File: src/rtl/sobel_seq_pkg.sv
// Shared types and constants for the Sobel tile sequencer.
package sobel_seq_pkg;

  typedef enum logic [3:0] {
    StIdle,
    StFetch,
    StWait,
    StLoad,
    StResult,
    StRdWait,
    StStore,
    StNext,
    StDone
  } seq_state_e;

  localparam logic [2:0] SB_ADDR_ROW0   = 3'd0;
  localparam logic [2:0] SB_ADDR_ROW1   = 3'd1;
  localparam logic [2:0] SB_ADDR_ROW2   = 3'd2;
  localparam logic [2:0] SB_ADDR_ROW3   = 3'd3;
  localparam logic [2:0] SB_ADDR_RESULT = 3'd4;

  localparam logic [3:0] SB_BE_ALL = 4'b1111;

endpackage

File: src/rtl/sobel_seq_row_align.sv
// Half-word funnel: builds one 4-pixel tile row from one or two memory words.
module sobel_seq_row_align (
  input  logic [31:0] w0_i,
  input  logic [31:0] w1_i,
  input  logic        odd_i,
  output logic [31:0] row_o
);

  // Only the upper half of the second word contributes to an odd-column row.
  logic unused_w1_lo;
  assign unused_w1_lo = ^w1_i[15:0];

  // Odd tiles start two pixels into a word: low half of w0, high half of w1.
  always_comb begin
    row_o = w0_i;
    if (odd_i) begin
      row_o = {w0_i[15:0], w1_i[31:16]};
    end
  end

endmodule

File: src/rtl/sobel_tile_sequencer.sv
// Walks an image in overlapping 4x4 tiles (stride 2), feeds each tile to the Sobel
// slave and stores the packed result in raster tile order.
// Optional busy-cycle counter enabled by defining SOBEL_SEQ_PERF_EN.
module sobel_tile_sequencer
  import sobel_seq_pkg::*;
#(
  parameter int unsigned ADDR_W = 16,
  parameter int unsigned DIM_W  = 12
) (
  input  logic              clk_i,
  input  logic              rst_i,
  input  logic              start_i,
  input  logic [DIM_W-1:0]  img_w_i,
  input  logic [DIM_W-1:0]  img_h_i,
  input  logic [ADDR_W-1:0] src_base_i,
  input  logic [ADDR_W-1:0] dst_base_i,
  output logic              busy_o,
  output logic              done_o,
  output logic              err_o,
  output logic [31:0]       perf_cycles_o,
  output logic [ADDR_W-1:0] mem_addr_o,
  output logic              mem_read_o,
  output logic              mem_write_o,
  output logic [31:0]       mem_wdata_o,
  input  logic [31:0]       mem_rdata_i,
  input  logic              mem_rdvalid_i,
  input  logic              mem_waitrequest_i,
  output logic              sb_cs_o,
  output logic              sb_read_o,
  output logic              sb_write_o,
  output logic [2:0]        sb_addr_o,
  output logic [3:0]        sb_byteenable_o,
  output logic [31:0]       sb_wdata_o,
  input  logic [31:0]       sb_rdata_i
);

  seq_state_e        state_q;
  logic              busy_q, done_q, err_q;
  logic [ADDR_W-1:0] mem_addr_q;
  logic              mem_read_q, mem_write_q;
  logic [31:0]       mem_wdata_q;
  logic              sb_cs_q, sb_read_q, sb_write_q;
  logic [2:0]        sb_addr_q;
  logic [31:0]       sb_wdata_q;
  logic [ADDR_W-1:0] src_q, dst_q, stride_q;
  logic [DIM_W-1:0]  ntx_q, nty_q, tx_q, ty_q;
  logic [1:0]        r_q;
  logic              half_q;
  logic [31:0]       w0_q;

  logic              dims_ok, word_in, last_tx, last_ty;
  logic [31:0]       align_w0, aligned_row;
  logic [ADDR_W-1:0] store_addr;

  // Word address of row r of tile (tx, ty); wraps modulo 2^ADDR_W.
  function automatic logic [ADDR_W-1:0] row_addr(input logic [DIM_W-1:0] tx,
                                                 input logic [DIM_W-1:0] ty,
                                                 input logic [1:0]       r);
    logic [ADDR_W-1:0] line;
    line = ADDR_W'({ty, 1'b0}) + ADDR_W'(r);
    return src_q + line * stride_q + ADDR_W'(tx >> 1);
  endfunction

  assign dims_ok = (img_w_i >= DIM_W'(4)) && (img_w_i[1:0] == 2'b00) &&
                   (img_h_i >= DIM_W'(4)) && !img_h_i[0];
  // A read word can land in the same cycle the request is accepted.
  assign word_in = mem_rdvalid_i &&
                   ((state_q == StWait) || ((state_q == StFetch) && !mem_waitrequest_i));
  assign last_tx    = (tx_q == ntx_q - DIM_W'(1));
  assign last_ty    = (ty_q == nty_q - DIM_W'(1));
  assign store_addr = dst_q + ADDR_W'(ty_q) * ADDR_W'(ntx_q) + ADDR_W'(tx_q);
  assign align_w0   = half_q ? w0_q : mem_rdata_i;

  sobel_seq_row_align u_row_align (
    .w0_i  (align_w0),
    .w1_i  (mem_rdata_i),
    .odd_i (tx_q[0]),
    .row_o (aligned_row)
  );

  // Sequencer FSM; every bus strobe is registered and set on the transition into its state.
  always_ff @(posedge clk_i) begin
    if (rst_i) begin
      state_q     <= StIdle;
      busy_q      <= 1'b0;
      done_q      <= 1'b0;
      err_q       <= 1'b0;
      mem_addr_q  <= '0;
      mem_read_q  <= 1'b0;
      mem_write_q <= 1'b0;
      mem_wdata_q <= '0;
      sb_cs_q     <= 1'b0;
      sb_read_q   <= 1'b0;
      sb_write_q  <= 1'b0;
      sb_addr_q   <= '0;
      sb_wdata_q  <= '0;
      src_q       <= '0;
      dst_q       <= '0;
      stride_q    <= '0;
      ntx_q       <= '0;
      nty_q       <= '0;
      tx_q        <= '0;
      ty_q        <= '0;
      r_q         <= '0;
      half_q      <= 1'b0;
      w0_q        <= '0;
    end else begin
      case (state_q)
        StIdle: begin
          if (start_i) begin
            if (dims_ok) begin
              src_q      <= src_base_i;
              dst_q      <= dst_base_i;
              stride_q   <= ADDR_W'(img_w_i >> 2);
              ntx_q      <= (img_w_i >> 1) - DIM_W'(1);
              nty_q      <= (img_h_i >> 1) - DIM_W'(1);
              tx_q       <= '0;
              ty_q       <= '0;
              r_q        <= '0;
              half_q     <= 1'b0;
              busy_q     <= 1'b1;
              mem_read_q <= 1'b1;
              mem_addr_q <= src_base_i;
              state_q    <= StFetch;
            end else begin
              done_q  <= 1'b1;
              err_q   <= 1'b1;
              state_q <= StDone;
            end
          end
        end
        StFetch, StWait: begin
          if ((state_q == StFetch) && !mem_waitrequest_i) begin
            mem_read_q <= 1'b0;
            state_q    <= StWait;
          end
          if (word_in) begin
            if (tx_q[0] && !half_q) begin
              w0_q       <= mem_rdata_i;
              half_q     <= 1'b1;
              mem_read_q <= 1'b1;
              mem_addr_q <= mem_addr_q + ADDR_W'(1);
              state_q    <= StFetch;
            end else begin
              half_q     <= 1'b0;
              sb_cs_q    <= 1'b1;
              sb_write_q <= 1'b1;
              sb_addr_q  <= SB_ADDR_ROW0 + 3'(r_q);
              sb_wdata_q <= aligned_row;
              state_q    <= StLoad;
            end
          end
        end
        StLoad: begin
          sb_cs_q    <= 1'b0;
          sb_write_q <= 1'b0;
          if ({1'b0, r_q} == SB_ADDR_ROW3) begin
            r_q       <= '0;
            sb_cs_q   <= 1'b1;
            sb_read_q <= 1'b1;
            sb_addr_q <= SB_ADDR_RESULT;
            state_q   <= StResult;
          end else begin
            r_q        <= r_q + 2'd1;
            mem_read_q <= 1'b1;
            mem_addr_q <= row_addr(tx_q, ty_q, r_q + 2'd1);
            state_q    <= StFetch;
          end
        end
        StResult: begin
          sb_cs_q   <= 1'b0;
          sb_read_q <= 1'b0;
          state_q   <= StRdWait;
        end
        StRdWait: begin
          mem_wdata_q <= sb_rdata_i;
          mem_write_q <= 1'b1;
          mem_addr_q  <= store_addr;
          state_q     <= StStore;
        end
        StStore: begin
          if (!mem_waitrequest_i) begin
            mem_write_q <= 1'b0;
            state_q     <= StNext;
          end
        end
        StNext: begin
          if (last_tx) begin
            tx_q <= '0;
            if (last_ty) begin
              busy_q  <= 1'b0;
              done_q  <= 1'b1;
              err_q   <= 1'b0;
              state_q <= StDone;
            end else begin
              ty_q       <= ty_q + DIM_W'(1);
              mem_read_q <= 1'b1;
              mem_addr_q <= row_addr('0, ty_q + DIM_W'(1), 2'd0);
              state_q    <= StFetch;
            end
          end else begin
            tx_q       <= tx_q + DIM_W'(1);
            mem_read_q <= 1'b1;
            mem_addr_q <= row_addr(tx_q + DIM_W'(1), ty_q, 2'd0);
            state_q    <= StFetch;
          end
        end
        StDone: begin
          done_q  <= 1'b0;
          err_q   <= 1'b0;
          state_q <= StIdle;
        end
        default: state_q <= StIdle;
      endcase
    end
  end

`ifdef SOBEL_SEQ_PERF_EN
  logic [31:0] perf_q;

  // Busy-cycle counter; any start seen in idle restarts it, it holds after done.
  always_ff @(posedge clk_i) begin
    if (rst_i) begin
      perf_q <= '0;
    end else if ((state_q == StIdle) && start_i) begin
      perf_q <= '0;
    end else if (busy_q) begin
      perf_q <= perf_q + 32'd1;
    end
  end

  assign perf_cycles_o = perf_q;
`else
  assign perf_cycles_o = '0;
`endif

  assign busy_o          = busy_q;
  assign done_o          = done_q;
  assign err_o           = err_q;
  assign mem_addr_o      = mem_addr_q;
  assign mem_read_o      = mem_read_q;
  assign mem_write_o     = mem_write_q;
  assign mem_wdata_o     = mem_wdata_q;
  assign sb_cs_o         = sb_cs_q;
  assign sb_read_o       = sb_read_q;
  assign sb_write_o      = sb_write_q;
  assign sb_addr_o       = sb_addr_q;
  assign sb_byteenable_o = sb_write_q ? SB_BE_ALL : 4'b0000;
  assign sb_wdata_o      = sb_wdata_q;

endmodule

File: config.mk
export PLATFORM = sky130hd
export DESIGN_NAME = sobel_tile_sequencer
export DESIGN_NICKNAME = d
export VERILOG_FILES = /design/src/rtl/sobel_seq_pkg.sv /design/src/rtl/sobel_seq_row_align.sv /design/src/rtl/sobel_tile_sequencer.sv
export SDC_FILE = /design/constraint.sdc
export NUM_CORES = 2
export LEC_CHECK = 0
export BUFFER_PORTS_ARGS = -buffer_cell sky130_fd_sc_hd__buf_2
export CAP_MARGIN = 30
export CORE_UTILIZATION = 67
export DETAILED_ROUTE_END_ITERATION = 10
export MAX_ROUTING_LAYER = met4
export PLACE_DENSITY = 0.89
export SYNTH_ARGS = -nofsm -noshare
export SYNTH_HDL_FRONTEND = slang
export SYNTH_SLANG_ARGS = --single-unit
File: constraint.sdc
create_clock -name clk_i -period 12.8 [get_ports clk_i]
set_input_delay 2.56 -clock clk_i [delete_from_list [all_inputs] [get_ports clk_i]]
set_output_delay 2.56 -clock clk_i [all_outputs]
set_load 0.01 [all_outputs]
; Yosys cells after proc, flatten, opt, wreduce, memory -nomap -nowiden
; Index checks and enable logic that the tools add are counted.
[totals]
ff_bits = 220
in_bits = 125
out_inout_bits = 127
word_cells = 179
[op_classes]
n_addsub = 16
mul = 4
n_lt_le_gt_ge = 2
n_eq_ne = 25
muxes = 68
bitwise = 1
reduce_logical = 40
[op_table]
columns = op, n
row1 = $mux W16, 7
row2 = $pmux W16 S5, 1
row3 = $add A16 B16 Y16, 4
row4 = $mux W32, 2
row5 = $mux W12, 5
row6 = $pmux W12 S2, 2
row7 = $add A16 B11 Y16, 2
row8 = $mux W4, 8
row9 = $mul A12 B10 Y15, 2
row10 = $pmux W4 S7, 1
row11 = $add A12 B1 Y12 const B, 2
row12 = $eq A12 B12 Y1, 2
row13 = $ge A12 B3 Y1 const B, 2
row14 = $ne A2 B2 Y1 const B, 12
row15 = $reduce_and A3 Y1, 8
row16 = $sub A11 B1 Y12 const B, 2
row17 = $sub A12 B1 Y12 const B, 2
row18 = $mux W1, 23
row19 = $reduce_and A5 Y1, 4
row20 = $add A16 B1 Y16 const B, 1
row21 = $add A16 B12 Y16, 1
row22 = $eq A4 B3 Y1 const B, 4
row23 = $mul A12 B12 Y16, 1
row24 = $mul A14 B10 Y16, 1
row25 = 28 further kinds, 57

; Longest topological paths before layout
[depth]
word_depth = 7
mapped_depth = 32
mapped_depth_nobuf = 30

; Modules after synthesis
; From an unflattened synthesis, not the netlist that was laid out.
[unflattened]
cells_unflattened = 3212
hier_area_um2 = 26613.0
[modules_own_cells]
columns = module, n_inst, cells_each, area_per_inst_um2, seq_area_each_um2
row1 = sobel_tile_sequencer, 1, 3176, 26068.8, 4404.2
row2 = sobel_seq_row_align, 1, 36, 544.3, 0.0

; Least setup slack after synthesis
; Ideal clock, no wire load.
[synth_path]
path_kind = register to register
startpoint = register ty_q[7]
endpoint = register mem_addr_q[13], in the netlist mem_addr_o[13]
setup_time_ns = 0.130
t_arrival_ns = 6.880
t_required_ns = 12.670
slack_ns = 5.790
stages_incl_launch_ff = 31
n_path_buf = 3
synth_period_minus_slack_ns = 7.010
path_cell_list = dfxtp_1 -> clkbuf_1 -> clkbuf_1 -> clkbuf_1 -> nand2_1 -> fa_1 -> inv_1 -> fa_1 -> inv_1 -> fa_1 -> inv_1 -> fa_1 -> inv_1 -> fa_1 -> inv_1 -> ha_1 -> o21a_1 -> or2_2 -> fa_1 -> inv_1 -> ha_1 -> and2_1 -> o21ai_0 -> o31ai_1 -> o41a_1 -> xnor2_1 -> nor2_1 -> a21oi_1 -> nor2_1 -> o32ai_1 -> o31ai_1
[synth_between]
elab_chain_cells = 6
elab_cells_between_ends = 20
classes_between = add/sub (9) / mul (4) / eq/ne (2) / mux (4) / reduce/logical (1)
[synth_lines]
columns = element, line
row1 = from (decl), sobel_tile_sequencer.sv:46  ; logic [DIM_W-1:0] ntx_q, nty_q, tx_q, ty_q;
row2 = from (signal assigned), sobel_tile_sequencer.sv:196  ; ty_q <= ty_q + DIM_W'(1);
row3 = $add A13 B2 Y14 or $add A12 B1 Y12 (tied branches), "sobel_tile_sequencer.sv:60, sobel_tile_sequencer.sv:198"
row4 = $mul A14 B10 Y16 or $mul A12 B10 Y15 (tied branches), sobel_tile_sequencer.sv:61  ; return src_q + line * stride_q + ADDR_W'(tx >> 1);
row5 = $add A16 B16 Y16, sobel_tile_sequencer.sv:61
row6 = $add A16 B11 Y16 or $mux W16 (tied branches), "sobel_tile_sequencer.sv:61, sobel_tile_sequencer.sv:190"
row7 = $mux W16 (on tied branches), "sobel_tile_sequencer.sv:157, sobel_tile_sequencer.sv:188"
row8 = $pmux W16 S5, sobel_tile_sequencer.sv:108  ; case (state_q)
row9 = to (signal assigned), sobel_tile_sequencer.sv:123  ; mem_addr_q <= src_base_i;
row10 = to (signal assigned), sobel_tile_sequencer.sv:166  ; mem_addr_q <= row_addr(tx_q, ty_q, r_q + 2'd1);
row11 = to (signal assigned), sobel_tile_sequencer.sv:178  ; mem_addr_q <= store_addr;
row12 = to (decl), sobel_tile_sequencer.sv:39  ; logic [ADDR_W-1:0] mem_addr_q;
; Several ways; a longest one is shown, not always the timed one. The select of a mux whose other input is x is not followed.
; A chain may end at the register's enable or synchronous reset.

; Final worst setup path
[layout_path]
startpoint = register ty_q[0]
endpoint = register mem_addr_q[13], in the netlist mem_addr_o[13]
; The elaborated chain is that of the path after synthesis.

==> flow_summary.ini <==
[timing]
worst_slew_pin_slew_ns = 1.01
rsz0062_at_grt = no
setup_viol = 0
max_freq_mhz = 126
fin_skew_ns = 0.0139
setup_tns_ns = 0
period_share = 0.619
min_period_ns = 7.92
hold_ws_ns = 0.448
relSlewSlack = 0.322
slew_viol_final = 0
hold_viol_final = 0

[power_and_ir_drop]
p_leak_uw = 0.0128
p_total_uw = 1620
irDropWorstVdd_v = 0.000113
power_density_nw_per_um2 = 57.5

[cts]
cts_root_buffer = clkbuf_16
cts_made_buffers = 23
post_cts_buffers = 0
clkLatencyLatePin_ns = 0.56
cts_resized = 0
ctsHoldBuffers = 0
cts_buffer_depth = 3
clk_pin_slew_worst_paths_ns = 0.07
cts.sinks = 220
cts_tree = done
cts_htree_levels = 1

[routing]
drt_iter0_markers = 1957
routed_wl_um = 77900
first_pass_iters = 6
via_per_inst = 6.08
num_vias = 23500
ant_nets = 0
avgRoutedWirePerCell_um = 20.2
drcViolationCount = 0

[global_routing]
grt_pass1_wl_um = 123000
first_global_vias = 24400
grt_usage = 0.409
overflow = 0
grt_max_degree = 86
antenna_found_initial = 5

[run_status]
status = completed

[floorplan]
ios = 252
core_area_sq_um = 38600
row_count = 72
die_area_sq_um = 40000
initial_core_util = 0.679
die-width_um = 200
die_h_um = 200

[synthesis]
yosys-top-cells-area = fa_1 25%, dfxtp_1 17%, ha_1 9.0%, nand2_1 8.3%, inv_1 5.5%
ys_seq_area_frac = 0.168
async_flop_share = 0
ys_warn_count = 0
ys_types = 73
synth_edf_count = 0
synthTopCellsByCount = 578 x nand2_1, 384 x inv_1, 322 x fa_1, 231 x a21oi_1, 220 x dfxtp_1
synth_cells = 3225
synth_area_leader_cell = fa_1
syn-cell-area_sq_um = 26200
yosys.area.top_type_share = 0.246
syn_area_per_cell_sq_um = 8.13
synthFlopType = dfxtp_1
synth_most_common_cell = nand2_1
yosys_register_bits = 220

[worst_setup_path]
slowest_stage = xnor2_1
worstReg2RegStart = ty_q[0]
worstSetupEndpointType = flop
worstSetupPathType = flop to flop
regToRegSetupSlack_ns = 4.88
crit_arrival_ns = 8.33
r2r_end = mem_addr_o[13]
critPathMaxFanout = 14
crit_required_ns = 13.21
cpPeakStageDelay_ns = 0.75
cp-start-kind = flop
r2r_cells = 27

[place]
gp_congestion = 1.03
place_area_sq_um = 27500
place_hpwl_um = 59000
io_buffers = 219

[finish]
area_delta_synth_final_pct = 7.53
fin_nets = 3958
drive_above_1_share = 0.0983
multi_input_comb_area_sq_um = 19500
final_util = 0.730
seqCellArea_sq_um = 4410
n_fill_cell = 2794
final_area_sq_um = 28200

[job]
max_cap_violations = 0

[hold_path]
min_from = sb_wdata_o[0]
whs_path_depth = 2
hp-class = flop to flop
hold_path_end = sb_wdata_o[0]
==> per-layer routing <==
layer | vias to the layer above | GRT usage | part of all wire
li1 | 10500 | - | -
met1 | 11300 | 0.461 | 0.35
met2 | 1336 | 0.682 | 0.49
met3 | 370 | 0.0669 | 0.094
met4 | 0 | 0.250 | 0.068
met5 | - | - | 0
==> report_power, final <==
group	internal, uW	switching [uW]
logic	88.5	146
registers	702	32.5
clock network	357	295
total	1150	474
==> state kept, by name, summed over array words and instances (netlist names), 12 cells and up <==
signal / count
mem_wdata_o: 32
sb_wdata_o: 32
w0_q: 32
dst_q: 16
mem_addr_o: 16
src_q: 16
ntx_q: 12
nty_q: 12
tx_q: 12
ty_q: 12
==> layout make-up <==
cell class	instances	share of cell area
multi-input cells	2429	0.693
flip-flops and latches	220	0.156
repair buffers	265	0.0516
inverters	384	0.0511
clock buffers	34	0.0233
well taps	518	0.0230
clock inverters	6	0.00169
diodes	6	0.000532
==> worst max path at each step <==
stage | start | end | slack, ns | cells after the start
5_1_grt | ty_q[3] | mem_addr_o[13] | 4.37 | 28
4_1_cts | ty_q[0] | mem_addr_o[13] | 5.00 | 27
3_5_place_dp | ty_q[0] | mem_addr_o[13] | 5.05 | 27
3_3_place_gp | ty_q[3] | mem_addr_o[13] | 5.29 | 28
6_report | ty_q[0] | mem_addr_o[13] | 4.88 | 27
2_1_floorplan | ty_q[7] | mem_addr_o[13] | 5.79 | 30
==> cells in the final DEF, fill, tap and decap left out, types with 13 or more instances in the layout <==
| cell | n |
|---|---|
| nand2_1 | 578 |
| inv_1 | 384 |
| fa_1 | 322 |
| a21oi_1 | 231 |
| buf_2 | 220 |
| dfxtp_1 | 218 |
| ha_1 | 188 |
| and2_1 | 169 |
| nor2_1 | 139 |
| xnor2_1 | 137 |
| o21ai_0 | 76 |
| xor2_1 | 69 |
| a211oi_1 | 60 |
| nor2b_1 | 45 |
| nor3_1 | 43 |
| buf_4 | 43 |
| nand3_1 | 33 |
| conb_1 | 32 |
| nand2b_1 | 28 |
| mux2i_1 | 27 |
| clkbuf_16 | 23 |
| nor4_1 | 21 |
| or3_1 | 20 |
| and3_1 | 14 |
| a21o_1 | 14 |
| o21a_1 | 14 |
| nand3b_1 | 13 |
==> per-stage QoR <==
step | worst slack (ns) | instances
after floorplan | 5.79 | 3256
after global placement | 5.29 | 3813
after detailed placement | 5.05 | 3816
after CTS | 5.00 | 3856
after global routing | 4.37 | 3861
final | 4.88 | 3862
==> kinds of logic (layout without fill, tap and decap cells) <==
logic type	Yosys count	in the layout	share of synthesized area
adder cells (fa/ha/maj)	510	510	0.335
AO/OA/AOI/OAI	506	506	0.118
other	1	38	0.000143
flip-flops	220	220	0.168
multiplexers	28	28	0.0107
AND/OR/NAND/NOR	1143	1143	0.203
XOR/XNOR	210	210	0.0722
buffers and inverters	607	689	0.0927
==> worst max-delay path: cells and delay by family, from the launching register on <==
kind / cells / cell delay [ns]
and+or+nand+nor: 5 / 0.79
adders and majority gates: 8 / 3.19
xor gates and xnor gates: 3 / 1.09
buffers and inverters: 3 / 0.14
DFF: 1 / 0.71
AOI/OAI and AO/OA: 8 / 1.83
Note: power is estimated with default switching activity, not from simulation.
